$ cat config.mk
export PLATFORM = sky130hd
export DESIGN_NAME = instr_fetch_queue_flat
export DESIGN_NICKNAME = d
export VERILOG_FILES = /design/src/rtl/ifq_pkg.sv /design/src/rtl/instr_fetch_queue_if.sv /design/src/rtl/ifq_fifo.sv /design/src/rtl/instr_fetch_queue.sv /design/src/flat_wrapper.sv
export SDC_FILE = /design/constraint.sdc
export NUM_CORES = 1
export LEC_CHECK = 0
export CAP_MARGIN = 20
export CORE_MARGIN = 4
export CORE_UTILIZATION = 50
export CTS_CLUSTER_SIZE = 24
export DETAILED_ROUTE_END_ITERATION = 16
export PLACE_DENSITY = 0.74
export SKIP_LAST_GASP = 1
export SLEW_MARGIN = 10
export SYNTH_ARGS = -nofsm -noshare
export SYNTH_HDL_FRONTEND = slang
export SYNTH_SLANG_ARGS = --single-unit
$ cat constraint.sdc
create_clock -name clock -period 3 [get_ports clock]
set_input_delay 0.9 -clock clock [delete_from_list [all_inputs] [get_ports clock]]
set_output_delay 0.9 -clock clock [all_outputs]
set_load 0.03 [all_outputs]
$ cat src/rtl/ifq_pkg.sv
// ifq_pkg: shared constants, entry layout and pointer-width helper for the
// instruction fetch queue.
package ifq_pkg;

  localparam int IFQ_ADDR_W = 12;
  localparam int IFQ_DATA_W = 32;
  localparam int IFQ_DEPTH  = 4;

  // One buffered fetch result: the address it was read from and the word.
  typedef struct packed {
    logic [IFQ_ADDR_W-1:0] addr;
    logic [IFQ_DATA_W-1:0] instr;
  } ifq_entry_t;

  // Pointer width for a power-of-two depth; never narrower than one bit.
  function automatic int ifq_clog2(input int depth);
    return (depth <= 2) ? 1 : $clog2(depth);
  endfunction

endpackage

$ cat src/rtl/instr_fetch_queue_if.sv
// instr_fetch_queue_if: PC, IMEM and decode-side signals of the fetch queue.
//
// Handshake: a head entry transfers to decode on every rising edge where
// out_valid and out_ready are both high. out_valid never depends on
// out_ready; out_ready is ignored while out_valid is low. The IMEM side is a
// fixed-latency strobe: imem_rdata is valid exactly one cycle after imem_rd.
interface instr_fetch_queue_if
  import ifq_pkg::*;
#(
  parameter int ADDR_W_IMEM = IFQ_ADDR_W,
  parameter int DATA_W      = IFQ_DATA_W
);

  logic [ADDR_W_IMEM-1:0] pc_addr;
  logic                   pc_en;
  logic                   flush;
  logic                   imem_rd;
  logic [ADDR_W_IMEM-1:0] imem_addr;
  logic [DATA_W-1:0]      imem_rdata;
  logic                   out_valid;
  logic                   out_ready;
  logic [DATA_W-1:0]      out_instr;
  logic [ADDR_W_IMEM-1:0] out_addr;

  // Fetch queue side
  modport slave (
    input  pc_addr, flush, imem_rdata, out_ready,
    output pc_en, imem_rd, imem_addr, out_valid, out_instr, out_addr
  );

  // PC / IMEM / decode side
  modport master (
    output pc_addr, flush, imem_rdata, out_ready,
    input  pc_en, imem_rd, imem_addr, out_valid, out_instr, out_addr
  );

endinterface

$ cat src/rtl/ifq_fifo.sv
// ifq_fifo: synchronous FIFO of fetch entries with push/pop, occupancy
// count and full/empty flags. clr empties it in one cycle.
module ifq_fifo
  import ifq_pkg::*;
#(
  parameter  int DEPTH = IFQ_DEPTH,
  localparam int PW    = ifq_clog2(DEPTH)
) (
  input  logic       clk,
  input  logic       rst_n,
  input  logic       clr,
  input  logic       push,
  input  ifq_entry_t push_data,
  input  logic       pop,
  output ifq_entry_t head,
  output logic [PW:0] count,
  output logic       full,
  output logic       empty
);

  ifq_entry_t    mem_q [DEPTH];
  ifq_entry_t    mem_d [DEPTH];
  logic [PW-1:0] wr_ptr_q, wr_ptr_d;
  logic [PW-1:0] rd_ptr_q, rd_ptr_d;
  logic [PW:0]   count_q, count_d;
  logic          pop_eff;

  // Next-state for pointers, count and storage; pointers wrap naturally.
  always_comb begin
    mem_d    = mem_q;
    wr_ptr_d = wr_ptr_q;
    rd_ptr_d = rd_ptr_q;
    count_d  = count_q;
    pop_eff  = pop & (count_q != '0);
    if (clr) begin
      wr_ptr_d = '0;
      rd_ptr_d = '0;
      count_d  = '0;
    end else begin
      if (push) begin
        mem_d[wr_ptr_q] = push_data;
        wr_ptr_d        = wr_ptr_q + PW'(1);
      end
      if (pop_eff) begin
        rd_ptr_d = rd_ptr_q + PW'(1);
      end
      case ({push, pop_eff})
        2'b10:   count_d = count_q + (PW+1)'(1);
        2'b01:   count_d = count_q - (PW+1)'(1);
        default: count_d = count_q;
      endcase
    end
  end

  // Control state: cleared by reset.
  always_ff @(posedge clk) begin
    if (!rst_n) begin
      wr_ptr_q <= '0;
      rd_ptr_q <= '0;
      count_q  <= '0;
    end else begin
      wr_ptr_q <= wr_ptr_d;
      rd_ptr_q <= rd_ptr_d;
      count_q  <= count_d;
    end
  end

  // Entry storage: contents are don't-care until counted as valid.
  always_ff @(posedge clk) begin
    mem_q <= mem_d;
  end

  // Flags and head view.
  always_comb begin
    head  = mem_q[rd_ptr_q];
    count = count_q;
    full  = (count_q == (PW+1)'(DEPTH));
    empty = (count_q == '0);
  end

endmodule

$ cat src/rtl/instr_fetch_queue.sv
// instr_fetch_queue: issues one IMEM read per cycle while credit allows,
// captures the 1-cycle-latency response with its address, buffers it and
// hands it to decode. flush drops the queue and the in-flight read.
// Build macro IFQ_BYPASS_EN: when the queue is empty a returning response
// is shown to decode in the same cycle (and skips the queue if accepted).
module instr_fetch_queue
  import ifq_pkg::*;
#(
  parameter int ADDR_W_IMEM = IFQ_ADDR_W,
  parameter int DATA_W      = IFQ_DATA_W,
  parameter int DEPTH       = IFQ_DEPTH
) (
  input logic                clock,
  input logic                reset_n,
  instr_fetch_queue_if.slave bus
);

  localparam int PW = ifq_clog2(DEPTH);

  logic                   inflight_q, inflight_d;
  logic [ADDR_W_IMEM-1:0] pend_addr_q, pend_addr_d;

  logic [PW:0]            count;
  logic                   full;
  logic                   empty;
  ifq_entry_t             head;
  ifq_entry_t             resp;
  ifq_entry_t             out_entry;
  logic [DATA_W-1:0]      rdata;
  logic [PW+1:0]          credit_used;
  logic                   issue;
  logic                   resp_valid;
  logic                   bypass;
  logic                   push;
  logic                   pop;

  // Issue when occupancy plus the read still in flight leaves a free slot,
  // so every returning word is guaranteed a place in the queue.
  always_comb begin
    credit_used   = {1'b0, count} + {{(PW+1){1'b0}}, inflight_q};
    issue         = reset_n & ~bus.flush & ~full &
                    (credit_used < (PW+2)'(DEPTH));
    bus.imem_rd   = issue;
    bus.pc_en     = issue;
    bus.imem_addr = bus.pc_addr;
    inflight_d    = issue;
    pend_addr_d   = issue ? bus.pc_addr : pend_addr_q;
  end

  // In-flight read tracking: the address travels alongside the IMEM access.
  always_ff @(posedge clock) begin
    if (!reset_n) begin
      inflight_q  <= 1'b0;
      pend_addr_q <= '0;
    end else begin
      inflight_q  <= inflight_d;
      pend_addr_q <= pend_addr_d;
    end
  end

`ifdef IFQ_BYPASS_EN
  // Empty queue: the arriving response goes straight to decode.
  always_comb begin
    bypass = resp_valid & empty;
  end
`else
  // Every response is written to the queue before decode sees it.
  always_comb begin
    bypass = 1'b0;
  end
`endif

  // Response capture, queue control and decode-side output mux.
  always_comb begin
    rdata         = bus.imem_rdata;
    resp.addr     = pend_addr_q;
    resp.instr    = rdata;
    resp_valid    = inflight_q & ~bus.flush & reset_n;
    push          = resp_valid & ~(bypass & bus.out_ready);
    pop           = ~empty & bus.out_ready;
    bus.out_valid = ~empty | bypass;
    if (bypass) begin
      out_entry = resp;
    end else if (!empty) begin
      out_entry = head;
    end else begin
      out_entry = '0;
    end
    bus.out_addr  = out_entry.addr;
    bus.out_instr = out_entry.instr;
  end

  ifq_fifo #(
    .DEPTH (DEPTH)
  ) u_fifo (
    .clk       (clock),
    .rst_n     (reset_n),
    .clr       (bus.flush),
    .push      (push),
    .push_data (resp),
    .pop       (pop),
    .head      (head),
    .count     (count),
    .full      (full),
    .empty     (empty)
  );

endmodule
$ cat src/flat_wrapper.sv
// flat-port wrapper written by rule: the top's interface ports become plain ports
module instr_fetch_queue_flat import ifq_pkg::*;
#(
  parameter int ADDR_W_IMEM = IFQ_ADDR_W,
  parameter int DATA_W      = IFQ_DATA_W,
  parameter int DEPTH       = IFQ_DEPTH
)
  (clock, reset_n, bus_pc_addr, bus_flush, bus_imem_rdata, bus_out_ready, bus_pc_en, bus_imem_rd, bus_imem_addr, bus_out_valid, bus_out_instr, bus_out_addr);
  instr_fetch_queue_if #(.ADDR_W_IMEM(ADDR_W_IMEM), .DATA_W(DATA_W)) bus_i ();
  input logic clock;
  input logic reset_n;
  input wire logic [$bits(bus_i.pc_addr)-1:0] bus_pc_addr;
  input wire logic [$bits(bus_i.flush)-1:0] bus_flush;
  input wire logic [$bits(bus_i.imem_rdata)-1:0] bus_imem_rdata;
  input wire logic [$bits(bus_i.out_ready)-1:0] bus_out_ready;
  output wire logic [$bits(bus_i.pc_en)-1:0] bus_pc_en;
  output wire logic [$bits(bus_i.imem_rd)-1:0] bus_imem_rd;
  output wire logic [$bits(bus_i.imem_addr)-1:0] bus_imem_addr;
  output wire logic [$bits(bus_i.out_valid)-1:0] bus_out_valid;
  output wire logic [$bits(bus_i.out_instr)-1:0] bus_out_instr;
  output wire logic [$bits(bus_i.out_addr)-1:0] bus_out_addr;
  assign bus_i.pc_addr = bus_pc_addr;
  assign bus_i.flush = bus_flush;
  assign bus_i.imem_rdata = bus_imem_rdata;
  assign bus_i.out_ready = bus_out_ready;
  assign bus_pc_en = bus_i.pc_en;
  assign bus_imem_rd = bus_i.imem_rd;
  assign bus_imem_addr = bus_i.imem_addr;
  assign bus_out_valid = bus_i.out_valid;
  assign bus_out_instr = bus_i.out_instr;
  assign bus_out_addr = bus_i.out_addr;
  instr_fetch_queue #(.ADDR_W_IMEM(ADDR_W_IMEM), .DATA_W(DATA_W), .DEPTH(DEPTH)) u_core (.clock(clock), .reset_n(reset_n), .bus(bus_i));
endmodule
==> flow_summary.ini <==
[synthesis]
synth_edf_count = 176
synth_flop_cell = edfxtp_1
synthAdderAreaFrac = 0.01081
yosysWarnings = 0
synth_seq_area_share = 0.7441
synth_commonest_cells = edfxtp_1, nor2b_1, mux4_2
yosys_register_bits = 196
synth_top_family_by_area = multiplexers
synth_area_leaders = edfxtp_1, mux4_2, dfxtp_1
synth_cell_types = 28
muxShareOfSynthArea = 0.1310
synth_top_cell_by_area = edfxtp_1
synth_xor_area_frac = 0.003439
avgSynthCellArea_um2 = 19.20
post_synth_instance_area_um2 = 7641
synth_top_area_frac = 0.6917
yosysMostFrequentCell = edfxtp_1
synth-simple-area-share = 0.06763
syn_nets = 452
syn-instance-count = 398
async_flop_share = 0
synth_compound_area_frac = 0.01179

[power_and_ir_drop]
ir_drop_mv = 0.4207
power.leakage_nw = 3.143
p_per_area_nw_per_um2 = 576.0

[finish]
final_cell_area_um2 = 9482
drive_gt1_frac = 0.2852
stdcell_count = 710
finalNetCount = 567
diodes = 0
syn2layout_area_growth_pct = 24.09
final_core_util = 0.6426

[critical_path]
max_stage_delay_ns = 0.68
arrival_ns = 2.06
critPathBufInv = 2
cp_slowest_cell = clkdlybuf4s50_1
worst_setup_path_start_kind = input port
path_class = input port to output port
cp_common_cell = clkdlybuf4s50_1
cp-end-kind = output port
cp_max_fo = 2
path_cells = clkdlybuf4s50_1 -> clkdlybuf4s50_1
crit_family = buffers and inverters
cp_data_required_time_ns = 2.10

[die]
coreArea_um2 = 14750
start_util = 0.5179
fp.dieH_um = 131.6
rows = 44
die_area_um2 = 17320
ioPinCount = 107
die_w_um = 131.6

[clocking]
cts.htree.levels = 4
cts.clk_slew.worst_paths_ns = 0.06
hold_buffers = 0
cts_num_sinks = 196
cts_tree = yes
cts_buffers = 17
clock_latency_ns = 0.42
cts_root_buf = clkbuf_16
max-clock-path-buffers = 2

[routing]
vias = 3807
antenna_left = 0
drc = 0
routed_wl_mm = 14.04
dr.first_iter.drc_count = 232
dr.pass1.iters = 4
vias_per_cell = 5.362
wl_per_cell_um = 19.78

[grt]
overflow = 0
antenna_found_initial = 0
grt_pass1_wl_mm = 22.12
grt_pass1_vias = 4135
grt_usage = 0.1668
grt_max_degree = 40

[sta]
worst_pin_slew_ns = 0.3153
finalHoldViolations = 0
fmax_mhz = 337.6
fin_crit_sh = 0.9875
rsz0062_at_grt = true
final.setup.tns_ns = 0
slew_headroom = 0.7891
drv_slew = 0
fin_skew_ns = 0.007360
setup_violations = 0
period_needed_ns = 2.963

[place]
gp_congestion = 0.6875
place.detailed.hpwl_mm = 8.787
dp_cells = 675
portBuffers = 106
placed_cell_area_um2 = 8982

[outcome]
status = complete, no violations

[run]
cap_violations = 0

[min_path]
hp-class = flip-flop to flip-flop
==> routing by layer <==
layer / vias up / track usage / part of all wire
met3: 8 / 0.04128 / 0.053
met4: 0 / 0.05718 / 0.011
li1: 1771 / - / -
met5: - / 0 / 0
met1: 1922 / 0.2061 / 0.41
met2: 106 / 0.2897 / 0.53
==> through the flow <==
stage / hold slack [ns] / setup slack (ns) / power, mW
5_1_grt: 0.5204 / -0.01286 / 5.656
3_3_place_gp: 0.4676 / 0.04825 / 3.300
4_1_cts: 0.4955 / -0.01575 / 5.518
3_5_place_dp: 0.4870 / 0.04476 / 3.310
2_1_floorplan: 0.4556 / 0.2851 / 3.182
6_report: 0.4970 / 0.03748 / 5.461
==> what timing repair did <==
action | in CTS | in global routing
setup buffers | 0 | 1
gates cloned | 0 | 2
pin swaps | 0 | 0
endpoints found under the hold margin | 0 | 0
gates resized for setup | 37 | 64
setup endpoints to repair | 37 | 36
==> flip-flops by register name (all words and copies together) (netlist names) <==
| register | count |
|---|---|
| u_core.u_fifo.mem_q | 176 |
| u_core.u_fifo.count | 3 |
| u_core.inflight_q | 1 |
| u_core.u_fifo.wr_ptr_q | 2 |
| u_core.pend_addr_q | 12 |
| u_core.u_fifo.rd_ptr_q | 2 |
==> logic make-up (layout without fill, tap and decap cells) <==
kind of cell,Yosys count,count (layout)
xor gates and xnor gates,3,3
buffers and inverters,39,167
AOI/OAI and AO/OA,18,18
adders and majority gates,6,6
and+or+nand+nor,91,91
muxes,45,45
DFF,196,196
==> report_power, final <==
| part | internal, mW | leakage (nW) | switching, mW | total [mW] |
|---|---|---|---|---|
| Sequential | 3.00 | 1.76 | 0.0206 | 3.02 |
| Clock | 1.30 | 0.279 | 0.912 | 2.22 |
| Combinational | 0.112 | 1.11 | 0.110 | 0.222 |
| Total | 4.42 | 3.14 | 1.04 | 5.46 |
==> final timing paths <==
path / cells past startpoint / from / end / slack, ns
min: 2 / u_core.pend_addr_q[2] / u_core.pend_addr_q[2] / 0.50
max reg2reg: 9 / u_core.u_fifo.count[2] / u_core.u_fifo.count[2] / 0.78
max: 2 / bus_pc_addr[1] / bus_imem_addr[1] / 0.04
min reg2reg: 2 / u_core.pend_addr_q[2] / u_core.pend_addr_q[2] / 0.50
==> cells in the final DEF, fill, tap and decap left out, types with 4 or more instances in the layout <==
master	Yosys	layout
and3_2	0	4
buf_12	0	9
buf_4	13	25
clkbuf_16	0	19
clkbuf_2	0	31
clkdlybuf4s50_1	0	54
dfxtp_1	20	18
dlygate4sd2_1	0	6
edfxtp_1	176	176
ha_1	5	5
inv_1	5	5
mux4_2	44	44
nand2_1	15	15
nand3_1	13	13
nor2_1	5	5
nor2b_1	46	46
o21ai_1	14	14
==> layout make-up <==
cell class,count,area [µm²]
Sequential cell,196,5690
Tap cell,184,230.2
Multi-Input combinational cell,163,1728
Inverter,6,22.52
Fill cell,1063,5273
Clock buffer,18,429.2
Clock inverter,14,160.2
Timing Repair Buffer,129,1221
Power figures use the tool's default switching activity.
